==> src/rtl/parking_pkg.sv <==
// Shared types and default sizing for the parking gate sequencer.
// Holds the gate FSM state encoding and the default hold time / slot count.
package parking_pkg;

    typedef enum logic [1:0] {
        IDLE  = 2'd0,
        OPEN  = 2'd1,
        CLOSE = 2'd2
    } gate_state_t;

    localparam int DEF_OPEN_SECS = 5;
    localparam int DEF_CAPACITY  = 8;

endpackage

==> src/rtl/edge_tick.sv <==
// Rising-edge detector for a slow divided clock sampled as data on clk.
// The history flop resets high so a source already high at release gives no tick.
module edge_tick (
    input  logic clk,
    input  logic reset,
    input  logic sig,
    output logic tick
);

    logic prev_q;
    logic prev_d;

    always_comb begin
        prev_d = sig;
    end

    always_ff @(posedge clk) begin
        if (reset) begin
            prev_q <= 1'b1;
        end else begin
            prev_q <= prev_d;
        end
    end

    assign tick = sig & ~prev_q;

endmodule

==> src/rtl/gate_sequencer.sv <==
// Single-barrier parking gate: round-robin entry/exit arbitration, occupancy count
// and a 1 Hz hold timer. Define GATE_WARN_EN to blink warn_lamp at 2 Hz while open.
//
// state | meaning
// ------+-------------------------------------------------------------
// IDLE  | gate down, arbitrating entry/exit requests
// OPEN  | gate up, hold timer running (reloaded while a car is present)
// CLOSE | one-cycle gate-down settle before arbitration resumes
module gate_sequencer
    import parking_pkg::*;
#(
    parameter int OPEN_SECS = DEF_OPEN_SECS,
    parameter int CAPACITY  = DEF_CAPACITY,
    localparam int OCC_W    = $clog2(CAPACITY + 1)
) (
    input  logic             clk,
    input  logic             reset,
    input  logic             clk_1Hz,
    input  logic             clk_2Hz,
    input  logic             entry_req,
    input  logic             exit_req,
    input  logic             car_present,
    output logic             entry_grant,
    output logic             exit_grant,
    output logic             gate_open,
    output logic             warn_lamp,
    output logic [OCC_W-1:0] occupancy,
    output logic             full
);

    localparam int               HOLD_W    = $clog2(OPEN_SECS + 1);
    localparam logic [HOLD_W-1:0] HOLD_INIT = HOLD_W'(OPEN_SECS);
    localparam logic [OCC_W-1:0]  OCC_MAX   = OCC_W'(CAPACITY);

    gate_state_t       state_q, state_d;
    logic [OCC_W-1:0]  occ_q, occ_d;
    logic [HOLD_W-1:0] hold_q, hold_d;
    logic              prefer_exit_q, prefer_exit_d;
    logic              gate_open_q, gate_open_d;
    logic              tick1;
    logic              entry_ok;
    logic              exit_ok;

    edge_tick u_tick1 (
        .clk   (clk),
        .reset (reset),
        .sig   (clk_1Hz),
        .tick  (tick1)
    );

    assign full     = (occ_q == OCC_MAX);
    assign entry_ok = entry_req && !full;
    assign exit_ok  = exit_req && (occ_q != '0);

    always_comb begin
        state_d       = state_q;
        occ_d         = occ_q;
        hold_d        = hold_q;
        prefer_exit_d = prefer_exit_q;
        entry_grant   = 1'b0;
        exit_grant    = 1'b0;

        case (state_q)
            IDLE: begin
                if (entry_ok && (!exit_ok || !prefer_exit_q)) begin
                    entry_grant = 1'b1;
                end else if (exit_ok) begin
                    exit_grant = 1'b1;
                end

                if (entry_grant) begin
                    occ_d         = occ_q + 1'b1;
                    prefer_exit_d = 1'b1;
                    hold_d        = HOLD_INIT;
                    state_d       = OPEN;
                end else if (exit_grant) begin
                    occ_d         = occ_q - 1'b1;
                    prefer_exit_d = 1'b0;
                    hold_d        = HOLD_INIT;
                    state_d       = OPEN;
                end
            end
            OPEN: begin
                // A car in the barrier zone always wins over the timer.
                if (car_present) begin
                    hold_d = HOLD_INIT;
                end else if (hold_q == '0) begin
                    state_d = CLOSE;
                end else if (tick1) begin
                    hold_d = hold_q - 1'b1;
                end
            end
            CLOSE: begin
                state_d = IDLE;
            end
            default: begin
                state_d = IDLE;
            end
        endcase

        if (reset) begin
            entry_grant = 1'b0;
            exit_grant  = 1'b0;
        end

        gate_open_d = (state_d == OPEN);
    end

    always_ff @(posedge clk) begin
        if (reset) begin
            state_q       <= IDLE;
            occ_q         <= '0;
            hold_q        <= '0;
            prefer_exit_q <= 1'b0;
            gate_open_q   <= 1'b0;
        end else begin
            state_q       <= state_d;
            occ_q         <= occ_d;
            hold_q        <= hold_d;
            prefer_exit_q <= prefer_exit_d;
            gate_open_q   <= gate_open_d;
        end
    end

    assign gate_open = gate_open_q;
    assign occupancy = occ_q;

`ifdef GATE_WARN_EN
    logic tick2;
    logic warn_q, warn_d;

    edge_tick u_tick2 (
        .clk   (clk),
        .reset (reset),
        .sig   (clk_2Hz),
        .tick  (tick2)
    );

    // Only blinks across cycles that stay in OPEN; any exit from OPEN clears it.
    always_comb begin
        warn_d = 1'b0;
        if (state_q == OPEN && state_d == OPEN) begin
            warn_d = warn_q ^ tick2;
        end
    end

    always_ff @(posedge clk) begin
        if (reset) begin
            warn_q <= 1'b0;
        end else begin
            warn_q <= warn_d;
        end
    end

    assign warn_lamp = warn_q;
`else
    logic unused_clk_2hz;
    assign unused_clk_2hz = clk_2Hz;
    assign warn_lamp      = 1'b0;
`endif

endmodule
==> config.mk <==
export PLATFORM = sky130hd
export DESIGN_NAME = gate_sequencer
export DESIGN_NICKNAME = d
export VERILOG_FILES = /design/src/rtl/parking_pkg.sv /design/src/rtl/edge_tick.sv /design/src/rtl/gate_sequencer.sv
export SDC_FILE = /design/constraint.sdc
export NUM_CORES = 1
export LEC_CHECK = 0
export CORE_MARGIN = 2
export CORE_UTILIZATION = 40
export DETAILED_ROUTE_END_ITERATION = 16
export DONT_BUFFER_PORTS = 1
export GPL_TIMING_DRIVEN = 0
export MAX_ROUTING_LAYER = met4
export PLACE_DENSITY = 0.57
export SKIP_CTS_REPAIR_TIMING = 1
export SYNTH_ARGS = -nofsm -noshare
export SYNTH_HDL_FRONTEND = slang
export SYNTH_HIERARCHICAL = 1
export SYNTH_SLANG_ARGS = --single-unit
==> constraint.sdc <==
create_clock -name clk -period 5.6 [get_ports clk]
set_input_delay 1.4 -clock clk [delete_from_list [all_inputs] [get_ports clk]]
set_output_delay 1.4 -clock clk [all_outputs]
set_load 0.05 [all_outputs]
# Word-level counts from Yosys, hierarchy flattened
# Index checks and enable logic that the tools add are counted.
# word_totals
out_inout_bits,9
regBits,12
# classes
reduce_logical,14
addsub,3
n_mux,24
eq_ne,6
bitwise,2
# ops
op,n
$mux W3,5
$mux W1,11
$ne A3 B3 Y1 const B,3
$mux W2,4
$mux W4,2
$pmux W3 S2,1
$add A4 B1 Y4 const B,1
$eq A2 B1 Y1 const B,2
$eq A4 B4 Y1 const B,1
$pmux W2 S2,1
$reduce_and A4 Y1,1
$reduce_bool A2 Y1,2
$reduce_bool A4 Y1,1
$sub A4 B1 Y4 const B,1
$logic_and A1 B1 Y1,3
$logic_not A1 Y1,3
$logic_not A3 Y1,1
$sub A3 B1 Y3 const B,1
$logic_not A2 Y1,1
$reduce_and A2 Y1,1
$and A1 B1 Y1,1
$logic_or A1 B1 Y1,1
$not A1 Y1,1

# Depth between registers and ports, before layout
# Gate-level depths: netlist (run 1).
# logic_depth
depth_word,11
depth_mapped,8
mapped_depth_nobuf,8

# Modules after synthesis
# The synthesis (run 1) kept the hierarchy.
# by_module_without_submodules
module,instances,cells_per_inst,seq_area_each_um2,area_each_um2
gate_sequencer,1,70,220.2,666.9
edge_tick,1,3,20.0,32.5

# Worst setup path after synthesis (run 1)
# Ideal clock, no wire load.
# synth_timing
kind,input -> output
from,input port exit_req
to,output port entry_grant
slack_ns,1.063
path_buffers,0
stages,3
arrival_time_ns,3.137
cell_sequence,o311ai_1 nand3_2 nor4_1
# synth_via
elab_chain_len,8
# synth_lines
item,line_no,rtl
"start, declared",gate_sequencer.sv:21,"input logic exit_req,"
$logic_and A1 B1 Y1,gate_sequencer.sv:53,assign exit_ok = exit_req && (occ_q != '0);
$logic_not A1 Y1,gate_sequencer.sv:65,if (entry_ok && (!exit_ok || !prefer_exit_q)) begin
$logic_or A1 B1 Y1,gate_sequencer.sv:65,
$logic_and A1 B1 Y1,gate_sequencer.sv:65,
$mux W1,gate_sequencer.sv:65,
$mux W1 (2 in series),gate_sequencer.sv:63,case (state_q)
$mux W1,gate_sequencer.sv:101,if (reset) begin
"end, declared",gate_sequencer.sv:23,"output logic entry_grant,"
# No other way between the ends. The select of a mux whose other input is x is not followed.

# Final worst setup path (run 1)
# Same ends and word-level chain as after synthesis.

==> results of run 1 <==
==> worst max-delay path by stage <==
| stage | from | end | depth (start not counted) |
|---|---|---|---|
| after global placement | exit_req | entry_grant | 3 |
| after floorplan | exit_req | entry_grant | 3 |
| after global routing | exit_req | entry_grant | 3 |
| final | exit_req | entry_grant | 3 |
| after CTS | exit_req | entry_grant | 3 |
| after detailed placement | exit_req | entry_grant | 3 |
==> kinds of logic (layout without fill, tap and decap cells) <==
kind of cell               after synthesis  in the layout  share of synthesized area (%)
buffers and inverters                    5              9                           3.76
xor gates and xnor gates                 3              3                           3.76
other                                    1              1                          0.536
DFF                                     12             12                           34.3
and+or+nand+nor                         29             29                           25.9
muxes                                    3              3                           4.29
AOI/OAI and AO/OA                       15             15                           17.4
adders and majority gates                5              5                           10.0
==> power by group through the flow <==
stage          clock network, mW  registers (mW)  logic (mW)
4_1_cts                   0.0738           0.212       0.216
2_1_floorplan                  0           0.203       0.185
5_1_grt                   0.0789           0.218       0.240
3_5_place_dp                   0           0.214       0.215
3_3_place_gp                   0           0.212       0.209
6_report                  0.0719           0.211       0.214
==> synth_stat cells <==
| cell type | instances |
|---|---|
| nand3_1 | 1 |
| clkbuf_4 | 1 |
| nand3_2 | 1 |
| a41o_1 | 1 |
| and4b_1 | 1 |
| o311ai_1 | 1 |
| o22ai_1 | 1 |
| or4b_4 | 1 |
| a21o_2 | 1 |
| and2_1 | 1 |
| nand2_4 | 1 |
| or2_1 | 1 |
| o32a_4 | 1 |
| buf_4 | 1 |
| a21oi_1 | 4 |
| a31oi_1 | 1 |
| nor2b_1 | 3 |
| o21ai_0 | 1 |
| or3_1 | 2 |
| or3_4 | 1 |
| a2111oi_0 | 2 |
| xor2_1 | 3 |
| mux2i_1 | 3 |
| nor4_1 | 4 |
| a311oi_1 | 1 |
| fa_1 | 1 |
| inv_1 | 3 |
| ha_1 | 4 |
| o21a_1 | 1 |
| conb_1 | 1 |
| nor2_1 | 9 |
| nand2b_1 | 2 |
| dfxtp_1 | 12 |
| nor3_1 | 1 |
==> sequential cells by signal, summed over array words and instances, names as in the netlist <==
name,flops
state_q,2
occupancy,4
hold_q,3
prefer_exit_q,1
u_tick1/prev_q,1
gate_open,1
==> metrics by stage <==
| step | setup slack, ns | cells | cell area (µm²) |
|---|---|---|---|
| global route | 1.48 | 94 | 763 |
| CTS | 1.50 | 94 | 763 |
| finish | 1.53 | 94 | 763 |
| global placement | 0.886 | 90 | 721 |
| detailed placement | 1.50 | 90 | 727 |
| floorplan | 1.06 | 73 | 699 |
==> layer usage <==
metal	part of all wire (%)	routed length, µm	vias to the layer above	GRT usage [%]
li1	-	-	275	-
met1	48	661	252	19.5
met2	47	651	10	26.8
met3	3.1	43	5	4.76
met4	2.4	34	0	8.57
met5	0	0	-	-
==> cell type report <==
cell class / instances / area [µm²] / area share [%]
buffer: 2 / 15.0 / 1.97
clock buffer: 4 / 36.3 / 4.75
inverter: 3 / 11.3 / 1.48
multi-input combinational: 56 / 439 / 57.5
sequential: 12 / 240 / 31.5
tap: 17 / 21.3 / 2.79
==> metrics.md, run 1 <==
| Metric | Value |
|---|---|
| Total Nets Final | 90 |
| Pre-antenna DRT Iters | 3 |
| IO Pins | 16 |
| Slew @ Worst Pin | roughly 1.2 ns |
| Detail Route Antenna Nets | 0 |
| Post-Syn Area | between 600 and 700 µm² |
| Number of global-route vias before repair | roughly 540 |
| Largest net degree at the start of global routing | 11 |
| Final period demand of the worst path | between 4 and 5 ns |
| Crit-path max cell delay | 0.96 ns |
| Final hold slack | 0.491 ns |
| Most frequent cells in the layout | dfxtp_1, nor2_1, clkbuf_4, a21oi_1, ha_1 |
| Register area share after synthesis | roughly a third |
| # DRC | 0 |
| Sequential Power Share | a little over two fifths |
| # rows | 15 |
| Fmax | 0.245 GHz |
| Initial antenna violation count | 0 |
| First-pass GRT wire length | 2.37 mm |
| Switching Share | 50.0% |
| HPWL after DPL | approximately 1.0 mm |
| Clock skew | 0.00264 ns |
| Pwr/cell area | 651 nW/µm² |
| RSZ-0062 raised after global routing | false |
| Ys Warns | 6 |
| Crit path DAT | roughly 2.7 ns |
| Grt ovf | 0 |
| CTS tree | yes |
| Rel. slew slack | about 18% |
| Most common cell after layout, fill and taps aside | dfxtp_1 |
| Net switching power | ~0.25 mW |
| Net Count, Synth | 85 |
| Buffers on Ports | 0 |
| Pint | 0.248 mW |
| Worst Path Class, Setup | input pin to output pin |
| Layout cells sized above 1 | between 10% and 20% |
| Power share of the combinational group | between 40% and 50% |
| Max IR drop VDD | between 0.2 and 0.25 mV |
| Wirelength per Cell | about 15 µm |
| 1st-iter DRT viols | 5 |
| Max FO, Critical Path | 6 |
| Max-slew violations | 0 |
| R2R Setup Slk | 2.90 ns |
| Die area | between 2000 and 2500 µm² |
| Max-Cap Viols | 0 |
| Final core occ | between 40% and 50% |
| Post-Route WL | 1.39 mm |
| Hold_sp | prefer_exit_q |
| Initial core utilization | approximately 41% |
| Hold worst-path end | prefer_exit_q |
| Top-area cell type share of the netlist area | roughly a third |
| Die Y | ~46 µm |
| Setup_tns | 0 ns |
| RR Endpoint | occupancy[3] |
| Num CTS Buffers | 3 |
| Clk_lat worst skew | about 0.28 ns |
| Post-synthesis cell type count | 34 |
| Clock power frac | between 10% and 20% |
| Synth Instances | 73 |
| Worst path slowest cell | nor4_2 |
| Status | finished clean |
| Period utilisation layout | between 70% and 80% |
| Fin. Hold Viols | 0 |
| Power Total | between 0.4 and 0.5 mW |
| Setup violators final | 0 |
| Startpoint Class | input pin |
| Yosys reg bits | 12 |
| Final Wtd Congestion | between 0.7 and 0.8 |
| Hold Path Depth | 1 |
| Area growth syn-to-layout | 9.12% |
| CTS Buffer Depth | 2 |
| Clk sinks | 12 |
| Reg2reg path depth | 8 |
| Root Buffer | clkbuf_4 |
| Vias per inst | about 5.8 |
| Area of the core | about 1700 µm² |
| Static Leak | between 0.3 and 0.4 nW |
| DR vias | approximately 540 |
| Fill cells | ~180 |
| Worst-path clk slew | around 0.080 ns |
| Leading area contributor after synthesis | dfxtp_1 |
| Syn Area/Cell | between 9 and 10 µm² |
| Min-delay worst type | flip-flop to flip-flop |
| H-tree levels | 1 |
| Buf+Inv Stages, Crit Path | 0 |
| Endpoint class of the critical path | output pin |
| Global Route Usage Sum | between 10% and 20% |
| Delay-heaviest family, CP | simple AND/OR/NAND/NOR gates |
| Chip width | ~46 µm |
| WP data required | ~4.2 ns |
| Top cells by area, synth | dfxtp_1, ha_1, nor2_1, mux2i_1, xor2_1 |
| FF-to-FF Start | occupancy[3] |
| Inserted Diodes | 0 |
| CP cell instances | o311ai_1, nand3_2, nor4_2 |
No activity file was read; power rests on OpenSTA's default activity.
==> inputs of run 2 (changes only) <==
--- a/config.mk
+++ b/config.mk
@@ -11,7 +11,7 @@
 export DONT_BUFFER_PORTS = 1
 export GPL_TIMING_DRIVEN = 0
 export MAX_ROUTING_LAYER = met4
-export PLACE_DENSITY = 0.57
+export PLACE_DENSITY = 0.59
 export SKIP_CTS_REPAIR_TIMING = 1
 export SYNTH_ARGS = -nofsm -noshare
 export SYNTH_HDL_FRONTEND = slang
==> constraint.sdc (replaced) <==
create_clock -name clk -period 3.5 [get_ports clk]
set_input_delay 0.875 -clock clk [delete_from_list [all_inputs] [get_ports clk]]
set_output_delay 0.875 -clock clk [all_outputs]
set_load 0.05 [all_outputs]
==> metrics.md, run 2 (synthesis results as in run 1) <==
| Metric | Value |
|---|---|
| Status | finished clean |
| First-pass GRT wire length | around 2.0 mm |
| Rel. slew slack | 21.5% |
| Pwr/cell area | roughly 1000 nW/µm² |
| Detail Route Antenna Nets | 0 |
| Area growth syn-to-layout | 7.16% |
| Pint | ~0.37 mW |
| Fin. Hold Viols | 0 |
| Final instance area | 749 µm² |
| Max reg flops | 4 |
| Clock skew | between 0.001 and 0.0015 ns |
| RR Endpoint | occupancy[3] |
| Fmax | ~0.3 GHz |
| Worst Path Class, Setup | flip-flop to output pin |
| Final period demand of the worst path | 3.28 ns |
| Chip width | about 46 µm |
| Crit path DAT | between 2 and 2.5 ns |
| Power Total | about 0.76 mW |
| FF-to-FF Start | occupancy[3] |
| # rows | 15 |
| Buffers on Ports | 0 |
| Final hold slack | 0.494 ns |
| 1st-iter DRT viols | 10 |
| Most frequent cells in the layout | dfxtp_1, nor2_1, clkbuf_4, a21oi_1, ha_1 |
| R2R Setup Slk | between 0.8 and 0.9 ns |
| Layout cells sized above 1 | 15.8% |
| Die area | roughly 2100 µm² |
| Max-slew violations | 0 |
| Max-Cap Viols | 0 |
| Pre-antenna DRT Iters | 4 |
| Endpoint class of the critical path | output pin |
| Wirelength per Cell | between 10 and 15 µm |
| Min-delay worst type | flip-flop to flip-flop |
| IO Pins | 16 |
| Final Wtd Congestion | between 0.7 and 0.8 |
| DR vias | about 530 |
| Clk_lat worst skew | 0.26 ns |
| Final core occ | between 40 and 50% |
| H-tree levels | 1 |
| Register Area | 240 µm² |
| Net switching power | 0.382 mW |
| Period utilisation layout | a little over nine tenths |
| Die Y | approximately 46 µm |
| Global Route Usage Sum | between 10% and 20% |
| Reg2reg path depth | 8 |
| Fin cells | 93 |
| Number of global-route vias before repair | around 500 |
| Startpoint Class | flip-flop |
| CP Launch Point | occupancy[0] |
| Setup violators final | 0 |
| Inserted Diodes | 0 |
| Post-Route WL | around 1.2 mm |
| Post-DP Area | approximately 730 µm² |
| Sequential Power Share | roughly 44% |
| Total Nets Final | 90 |
| Inst Count DP | 90 |
| CTS tree | yes |
| Switching Share | ~51% |
| WP data required | around 2.6 ns |
| Power share of the combinational group | 45.0% |
| Max IR drop VDD | about 0.41 mV |
| CP endpoint | entry_grant |
| Worst-path clk slew | around 0.070 ns |
| Most common cell after layout, fill and taps aside | dfxtp_1 |
| Grt ovf | 0 |
| CTS Buffer Depth | 2 |
| # DRC | 0 |
| Initial antenna violation count | 0 |
| Num CTS Buffers | 3 |
| Multi-input logic area | around 440 µm² |
| Largest net degree at the start of global routing | 11 |
| Area of the core | 1690 µm² |
| Root Buffer | clkbuf_4 |
| HPWL after DPL | roughly 970 µm |
| Fill cells | ~160 |
| Max FO, Critical Path | 7 |
| Clock power frac | roughly 11% |
| Slew @ Worst Pin | between 1 and 1.5 ns |
| Static Leak | approximately 0.32 nW |
| Initial core utilization | 41.4% |
| Vias per inst | ~5.7 |
| Clk sinks | 12 |
| RSZ-0062 raised after global routing | false |
run 2: cell type report:
class / count / area share [%]
clock buffers: 3 / 3.01
plain buffers: 2 / 2.00
inverters: 3 / 1.50
flip-flops and latches: 12 / 32.1
well taps: 17 / 2.84
multi-input cells: 56 / 58.6
run 2: layer usage:
metal  track usage [%]  up-vias  share of wire [%]
met3              5.95        2                5.3
li1                  -      273                  -
met2              22.0       12                 48
met1              16.0      247                 46
met4              3.43        0               0.65
met5                 -        -                  0
run 2: worst min-delay path by stage:
| stage | slack [ns] | start | endpoint | depth (start not counted) |
|---|---|---|---|---|
| 5_1_grt | 0.51 | prefer_exit_q | prefer_exit_q | 1 |
| 3_3_place_gp | 0.47 | hold_q[2] | hold_q[2] | 2 |
| 6_report | 0.49 | hold_q[2] | hold_q[2] | 2 |
| 2_1_floorplan | 0.45 | prefer_exit_q | prefer_exit_q | 1 |
| 4_1_cts | 0.50 | prefer_exit_q | prefer_exit_q | 1 |
| 3_5_place_dp | 0.49 | hold_q[2] | hold_q[2] | 2 |
run 2: per-stage QoR:
| stage | setup slack [ns] | TNS [ns] |
|---|---|---|
| after global routing | 0.0454 | 0 |
| after detailed placement | 0.477 | 0 |
| final | 0.216 | 0 |
| after floorplan | 0.0125 | 0 |
| after global placement | -0.115 | -0.115 |
| after CTS | 0.180 | 0 |
run 2: critical path, stage by stage, from the launching register on:
cell     delay [ns]
dfxtp_1        0.78
or4b_4         0.28
nand3_2        0.16
nor4_2         0.92
run 2: power by group through the flow:
stage / Combinational, mW / Sequential, mW / Clock (mW)
floorplan: 0.297 / 0.324 / 0
global placement: 0.329 / 0.337 / 0
detailed placement: 0.341 / 0.338 / 0
CTS: 0.345 / 0.335 / 0.0876
global route: 0.380 / 0.346 / 0.0952
finish: 0.340 / 0.333 / 0.0829
==> inputs of run 3 (changes only) <==
==> constraint.sdc (replaced) <==
create_clock -name clk -period 3.5 [get_ports clk]
set_input_delay 0.7 -clock clk [delete_from_list [all_inputs] [get_ports clk]]
set_output_delay 0.7 -clock clk [all_outputs]
set_load 0.05 [all_outputs]
==> results of run 3 <==
Same layout as run 2 (identical final DEF). Status: finished clean.
Main changes from that run: setup slack after placement 0.477 ns -> 0.652 ns; setup slack after layout 0.216 ns -> 0.391 ns
